===== src/rtl/alu_ctrl_pkg.sv =====
// ALU control package for the LEGv8 ID/EX boundary.
// Opcode/ALU-code constants and the combinational decode table.
package alu_ctrl_pkg;

  localparam logic [1:0] ALUOP_LDST  = 2'b00;
  localparam logic [1:0] ALUOP_CBZ   = 2'b01;
  localparam logic [1:0] ALUOP_RTYPE = 2'b10;

  localparam logic [10:0] OPC_ADD = 11'b10001011000;
  localparam logic [10:0] OPC_SUB = 11'b11001011000;
  localparam logic [10:0] OPC_AND = 11'b10001010000;
  localparam logic [10:0] OPC_ORR = 11'b10101010000;
  localparam logic [10:0] OPC_MUL = 11'b10011011000;
  localparam logic [10:0] OPC_DIV = 11'b10011010110;
  localparam logic [10:0] OPC_LSL = 11'b11010011011;
  localparam logic [10:0] OPC_LSR = 11'b11010011010;

  localparam logic [3:0] ALU_AND   = 4'b0000;
  localparam logic [3:0] ALU_ORR   = 4'b0001;
  localparam logic [3:0] ALU_ADD   = 4'b0010;
  localparam logic [3:0] ALU_MUL   = 4'b0011;
  localparam logic [3:0] ALU_DIV   = 4'b0100;
  localparam logic [3:0] ALU_SUB   = 4'b0110;
  localparam logic [3:0] ALU_PASSB = 4'b0111;
  localparam logic [3:0] ALU_LSL   = 4'b1000;
  localparam logic [3:0] ALU_LSR   = 4'b1001;

  typedef enum logic {
    ST_IDLE = 1'b0,
    ST_RUN  = 1'b1
  } mc_state_e;

  typedef struct packed {
    logic [3:0] ctrl;
    logic       mc;
    logic       illegal;
  } dec_t;

  // alu_op[0] wins over alu_op[1]; unknown R-type opcodes
  // decode to AND with the illegal flag raised.
  function automatic dec_t decode_alu(
    input logic [1:0]  alu_op,
    input logic [10:0] opcode
  );
    dec_t d;
    d.ctrl    = ALU_AND;
    d.mc      = 1'b0;
    d.illegal = 1'b0;
    if (alu_op[0]) begin
      d.ctrl = ALU_PASSB;
    end else if (!alu_op[1]) begin
      d.ctrl = ALU_ADD;
    end else begin
      unique case (opcode)
        OPC_ADD: d.ctrl = ALU_ADD;
        OPC_SUB: d.ctrl = ALU_SUB;
        OPC_AND: d.ctrl = ALU_AND;
        OPC_ORR: d.ctrl = ALU_ORR;
        OPC_MUL: begin
          d.ctrl = ALU_MUL;
          d.mc   = 1'b1;
        end
        OPC_DIV: begin
          d.ctrl = ALU_DIV;
          d.mc   = 1'b1;
        end
        OPC_LSL: d.ctrl = ALU_LSL;
        OPC_LSR: d.ctrl = ALU_LSR;
        default: d.illegal = 1'b1;
      endcase
    end
    return d;
  endfunction

endpackage


===== src/rtl/alu_ctrl_pipe_timer.sv =====
// Multi-cycle op countdown timer.
// 4-bit load/decrement counter with a zero flag.
import alu_ctrl_pkg::*;

module alu_mc_timer (
  input  logic       clk,
  input  logic       reset,
  input  logic       clr_i,
  input  logic       load_i,
  input  logic       dec_i,
  input  logic [3:0] load_val_i,
  output logic [3:0] cnt_o,
  output logic       zero_o
);

  logic [3:0] cnt_q;
  logic [3:0] cnt_d;

  // Clear beats load, load beats decrement; never wraps below zero.
  always_comb begin
    cnt_d = cnt_q;
    if (clr_i) begin
      cnt_d = 4'd0;
    end else if (load_i) begin
      cnt_d = load_val_i;
    end else if (dec_i && cnt_q != 4'd0) begin
      cnt_d = cnt_q - 4'd1;
    end
  end

  // Counter register.
  always_ff @(posedge clk) begin
    if (reset) begin
      cnt_q <= 4'd0;
    end else begin
      cnt_q <= cnt_d;
    end
  end

  assign cnt_o  = cnt_q;
  assign zero_o = (cnt_q == 4'd0);

endmodule


===== src/rtl/alu_ctrl_pipe.sv =====
// Registered ALU control generator at the ID/EX boundary.
// Decodes ALUOp/opcode and sequences multi-cycle MUL/DIV.
import alu_ctrl_pkg::*;

module alu_ctrl_pipe #(
  parameter int MUL_LAT = 3,
  parameter int DIV_LAT = 8,
  parameter bit EN_MC   = 1'b1
) (
  input  logic        clk,
  input  logic        reset,
  input  logic        valid_in,
  input  logic [1:0]  alu_op,
  input  logic [10:0] opcode,
  input  logic        stall_in,
  input  logic        flush,
  output logic        in_ready,
  output logic        valid_out,
  output logic [3:0]  alu_ctrl,
  output logic        illegal,
  output logic        mc_start,
  output logic        mc_done,
  output logic        stall_req
);

  localparam logic [3:0] MUL_CNT = 4'(MUL_LAT - 1);
  localparam logic [3:0] DIV_CNT = 4'(DIV_LAT - 1);

  mc_state_e state_q, state_d;
  logic      done_q, done_d;
  logic      valid_q;
  logic [3:0] ctrl_q;
  logic      ill_q;
  logic      start_q;

  dec_t dec;
  dec_t dec_m;

  logic       load;
  logic       accept;
  logic       start;
  logic       tmr_clr;
  logic       tmr_load;
  logic       tmr_dec;
  logic [3:0] tmr_val;
  logic [3:0] cnt;
  logic       zero;

  // Raw decode, then demote MUL/DIV to illegal when
  // multi-cycle support is compiled out.
  always_comb begin
    dec   = decode_alu(alu_op, opcode);
    dec_m = dec;
    if (dec.mc && !EN_MC) begin
      dec_m.ctrl    = ALU_AND;
      dec_m.mc      = 1'b0;
      dec_m.illegal = 1'b1;
    end
  end

  assign stall_req = (state_q == ST_RUN) && !zero;
  assign in_ready  = !reset && !stall_req && !stall_in;
  assign mc_done   = (state_q == ST_RUN) && zero && !done_q;

  assign load   = in_ready && !flush;
  assign accept = load && valid_in;
  assign start  = accept && dec_m.mc;

  assign tmr_val = (dec_m.ctrl == ALU_DIV) ? DIV_CNT : MUL_CNT;

  // IDLE/RUN next state; done_q remembers a mc_done already
  // shown while stall_in keeps us parked at cnt==0.
  always_comb begin
    state_d  = state_q;
    done_d   = done_q;
    tmr_clr  = 1'b0;
    tmr_load = 1'b0;
    tmr_dec  = 1'b0;
    if (flush) begin
      state_d = ST_IDLE;
      done_d  = 1'b0;
      tmr_clr = 1'b1;
    end else begin
      unique case (state_q)
        ST_IDLE: begin
          if (start) begin
            state_d  = ST_RUN;
            done_d   = 1'b0;
            tmr_load = 1'b1;
          end
        end
        ST_RUN: begin
          if (!zero) begin
            tmr_dec = 1'b1;
          end else if (stall_in) begin
            done_d = 1'b1;
          end else if (start) begin
            state_d  = ST_RUN;
            done_d   = 1'b0;
            tmr_load = 1'b1;
          end else begin
            state_d = ST_IDLE;
            done_d  = 1'b0;
          end
        end
      endcase
    end
  end

  // FSM state register.
  always_ff @(posedge clk) begin
    if (reset) begin
      state_q <= ST_IDLE;
      done_q  <= 1'b0;
    end else begin
      state_q <= state_d;
      done_q  <= done_d;
    end
  end

  // EX output register: loads on every accept slot, holds otherwise.
  always_ff @(posedge clk) begin
    if (reset || flush) begin
      valid_q <= 1'b0;
      ctrl_q  <= 4'd0;
      ill_q   <= 1'b0;
      start_q <= 1'b0;
    end else begin
      start_q <= start;
      if (load) begin
        valid_q <= valid_in;
        ctrl_q  <= valid_in ? dec_m.ctrl : 4'd0;
        ill_q   <= valid_in && dec_m.illegal;
      end
    end
  end

  alu_mc_timer u_timer (
    .clk        (clk),
    .reset      (reset),
    .clr_i      (tmr_clr),
    .load_i     (tmr_load),
    .dec_i      (tmr_dec),
    .load_val_i (tmr_val),
    .cnt_o      (cnt),
    .zero_o     (zero)
  );

  assign valid_out = valid_q;
  assign alu_ctrl  = ctrl_q;
  assign illegal   = ill_q;
  assign mc_start  = start_q;

endmodule


===== config.mk =====
export PLATFORM = sky130hd
export DESIGN_NAME = alu_ctrl_pipe
export DESIGN_NICKNAME = d
export VERILOG_FILES = /design/src/rtl/alu_ctrl_pkg.sv /design/src/rtl/alu_ctrl_pipe_timer.sv /design/src/rtl/alu_ctrl_pipe.sv
export SDC_FILE = /design/constraint.sdc
export NUM_CORES = 1
export LEC_CHECK = 0
export ABC_AREA = 1
export ABC_CLOCK_PERIOD_IN_PS = 1480
export BUFFER_PORTS_ARGS = -buffer_cell sky130_fd_sc_hd__buf_2
export CORE_MARGIN = 1.5
export CORE_UTILIZATION = 45
export CTS_CLUSTER_SIZE = 12
export DETAILED_ROUTE_END_ITERATION = 8
export PLACE_DENSITY_LB_ADDON = 0.12
export REMOVE_ABC_BUFFERS = 1
export SLEW_MARGIN = 20
export SYNTH_ARGS = -nofsm -noshare
export SYNTH_HDL_FRONTEND = slang
export SYNTH_SLANG_ARGS = --single-unit

===== constraint.sdc =====
create_clock -name clk -period 1.48 [get_ports clk]
set_input_delay 0.148 -clock clk [delete_from_list [all_inputs] [get_ports clk]]
set_output_delay 0.148 -clock clk [all_outputs]
set_load 0.02 [all_outputs]

==> results.py <==
metrics = {
    "status": {
        "outcome": "completed",
    },
    "floorplan": {
        "rows": 16,
        "pin_count": 28,
        "start_util_pct": 48.11,
        "die_h_um": 49.03,
        "die_w_um": 49.03,
        "floorplan.die_area_um2": 2404,
        "core_area_um2": 1982,
    },
    "worst_setup_path": {
        "setup.worst_path.start": "u_timer.cnt_o[1]",
        "timing.rr.start": "u_timer.cnt_o[1]",
        "setup.worst_path.class": "reg2out",
        "cp_slowest_stage_delay_ns": 0.33,
        "worst-endpoint-arrival_ns": 1.31,
        "critical_path_capture_point_type": "output pin",
        "worst_path_max_delay_cell": "sky130_fd_sc_hd__dfxtp_2",
        "kind_of_launch_point_of_the_worst_setup_path": "register",
        "worst-endpoint-required_ns": 1.33,
        "crit_fanout": 4,
        "series_of_cell_instances_along_the_critical_path": "inv_2 > ha_4 > nand2_2 > nand2_4 > inv_1 > nor3_2 > buf_4",
    },
    "route": {
        "detailedRoute.firstIterationViolations": 19,
        "drc_errors": 0,
        "dr.pass1.iters": 5,
        "detail_route.wl_per_cell_um": 10.85,
        "via_count": 1042,
        "routed_via_density": 4.938,
        "routed_wl_mm": 2.290,
        "drtAntennaViolNets": 0,
    },
    "grt": {
        "antenna_found_initial": 0,
        "grt_max_degree": 10,
        "grt_pass1_vias": 950,
        "all_layer_gr_usage_pct": 21.20,
        "total_congestion_overflow": 0,
        "grt_pass1_wl_mm": 3.939,
    },
    "clock_network": {
        "holdBufCountCts": 0,
        "clkLatencyLatePin_ns": 0.28,
        "clock_sinks": 13,
        "max-clock-path-buffers": 2,
        "cts_inserted_buffers": 3,
        "cts-htree-levels": 1,
        "cts_tree": "done",
        "ctsRootBufferMaster": "sky130_fd_sc_hd__clkbuf_4",
        "clk_pin_slew_ns": 0.09,
    },
    "power_and_ir_drop": {
        "ir_worst_vdd_mv": 0.5437,
        "static-leakage-power_nw": 0.6417,
        "power.density_cell_area_nw_per_um2": 558.5,
    },
    "timing": {
        "fin_worst_skew_ns": 0.001555,
        "final_period_minus_worst_setup_slack_ns": 1.457,
        "portion_of_the_clock_cycle_consumed_by_the_worst_path_in_the_final_layout_pct": 98.44,
        "rsz_0062_raised_after_global_routing": "true",
        "timing.max_slew.rel_slack_pct": 80.62,
        "slew_violations": 0,
        "setup_slack_after_layout_ns": 0.02315,
        "tightest_slew_ns": 0.2896,
        "final_hold_viol_count": 0,
        "max_clock_freq_mhz": 686.4,
        "number_of_endpoints_failing_setup_at_the_final_stage": 0,
        "timing.setup.tns_ns": 0,
    },
    "final_layout": {
        "layout.area.seq_um2": 261.5,
        "area_growth_pct": 29.79,
        "fin_cells": 211,
        "share_of_layout_cells_above_drive_strength_1_pct": 38.04,
        "antenna_cells": 0,
        "layout.nets": 204,
        "fillerInstances": 197,
        "multi_input_area_um2": 623.1,
    },
    "placed_design": {
        "placement.io_buffers": 27,
        "dp_hpwl_mm": 1.745,
        "placed_cells": 203,
        "dp_slack_ns": 0.03340,
        "routabilityCongestion": 0.8710,
    },
    "synthesis": {
        "synth.avg_cell_area_um2": 6.486,
        "synth-seq-cells": 13,
        "yosys_warnings": 0,
        "netlist_area_before_placement_um2": 953.4,
        "synth-seq-area-share_pct": 27.30,
        "syn-instance-count": 147,
        "synth.lib_cells_used.distinct": 25,
    },
    "flow_run": {
        "max-cap-violations": 0,
    },
    "min_path": {
        "holdCritPathClass": "in2reg",
        "hp-start": "valid_in",
    },
}
==> path summary, 6_finish.rpt <==
path | to | slack (ns) | depth (start not counted)
max reg2reg | u_timer.cnt_o[3] | 0.09 | 10
min | mc_start | 0.18 | 3
min reg2reg | illegal | 0.47 | 2
max | in_ready | 0.02 | 7
==> synthesized netlist by cell type (all sizes together) <==
cell / count / area share (%)
ha: 1 / 1.3
dfxtp: 13 / 27
xor2: 2 / 1.8
nor2: 25 / 15
clkinv: 2 / 0.92
inv: 25 / 10
nor3: 3 / 1.6
a21oi: 9 / 4.7
nand3: 15 / 9.7
nand2: 40 / 18
nand4: 5 / 4.9
o21ai: 7 / 4.1
==> state kept, by name, indices dropped and copies added (netlist names) <==
name and count:
alu_ctrl 4, done_q 1, illegal 1, mc_start 1, state_q 1, u_timer.cnt_o 4
valid_out 1
==> cell families after synthesis <==
group / Yosys count / synth area share (%)
AND/OR/NAND/NOR: 88 / 49.74
AO/OA/AOI/OAI: 16 / 8.792
flip-flops: 13 / 27.30
adder cells (fa/ha/maj): 1 / 1.312
buffers and inverters: 27 / 11.02
XOR/XNOR: 2 / 1.838
==> layer usage <==
layer	up-vias	share of wire [%]	track usage (%)	wire [um]
li1	534	-	-	-
met1	472	45	25.10	1020
met2	34	49	36.76	1117
met3	2	6.0	5.828	137
met4	0	0.61	7.143	14
met5	-	0	0	0
==> through the flow <==
| step | util, % | power (mW) | area, um2 | hold WS, ns |
|---|---|---|---|---|
| 3_3_place_gp | 57.39 | 0.4632 | 1137 | 0.4467 |
| 5_1_grt | 62.44 | 0.7247 | 1237 | 0.1773 |
| 2_1_floorplan | - | 0.4193 | 953.4 | 0.3217 |
| 4_1_cts | 59.41 | 0.6917 | 1177 | 0.1605 |
| 6_report | 62.44 | 0.6911 | 1237 | 0.1798 |
| 3_5_place_dp | 57.39 | 0.4656 | 1137 | 0.4557 |
==> power by group <==
part / total [mW] / internal, mW / switching (mW)
Clock: 0.229 / 0.100 / 0.128
Combinational: 0.111 / 0.0400 / 0.0712
Sequential: 0.351 / 0.351 / 0.000598
Total: 0.691 / 0.491 / 0.200
==> cell type report <==
| class | count | share of cell area [%] |
|---|---|---|
| clock buffers | 3 | 1.820 |
| inverters | 27 | 8.595 |
| multi-input cells | 107 | 50.35 |
| clock inverters | 1 | 0.4044 |
| repair buffers | 33 | 14.96 |
| flip-flops and latches | 13 | 21.13 |
| well taps | 27 | 2.730 |
==> what timing repair did <==
item,CTS,global route
endpoints found under the hold margin,0,0
pin swaps,1,0
gates resized for setup,4,10
setup endpoints to repair,2,6
setup buffers,0,4
==> layout by cell type, fill, tap and decap left out <==
master,synthesis,routed
sky130_fd_sc_hd__nand3_1,13,11
sky130_fd_sc_hd__nor3_2,0,1
sky130_fd_sc_hd__buf_2,0,25
sky130_fd_sc_hd__nor2_4,4,4
sky130_fd_sc_hd__nor2_8,1,1
sky130_fd_sc_hd__buf_4,0,8
sky130_fd_sc_hd__clkinv_1,1,1
sky130_fd_sc_hd__xor2_1,2,2
sky130_fd_sc_hd__clkinv_2,1,1
sky130_fd_sc_hd__nor2_2,3,3
sky130_fd_sc_hd__o21ai_2,1,3
sky130_fd_sc_hd__inv_2,5,7
sky130_fd_sc_hd__a21oi_1,9,9
sky130_fd_sc_hd__nor3_1,3,2
sky130_fd_sc_hd__inv_4,1,2
sky130_fd_sc_hd__nand2_2,3,3
sky130_fd_sc_hd__nand4_1,4,4
sky130_fd_sc_hd__clkbuf_4,0,3
sky130_fd_sc_hd__nand4_4,1,1
sky130_fd_sc_hd__o21ai_0,5,4
sky130_fd_sc_hd__nand3_2,1,3
sky130_fd_sc_hd__ha_4,0,1
sky130_fd_sc_hd__nand2_4,2,2
sky130_fd_sc_hd__dfxtp_1,13,12
sky130_fd_sc_hd__dfxtp_2,0,1
sky130_fd_sc_hd__nand2_1,35,35
sky130_fd_sc_hd__inv_1,19,17
sky130_fd_sc_hd__nor2_1,17,17
sky130_fd_sc_hd__nand3_4,1,1
==> critical path: cells and delay by family, from the launching register on <==
family	cells	cell delay, ns
flip-flops	1	0.33
buffers and inverters	3	0.30
AND/OR/NAND/NOR	3	0.27
adder cells (fa/ha/maj)	1	0.14
(Power assumes the default switching activity.)
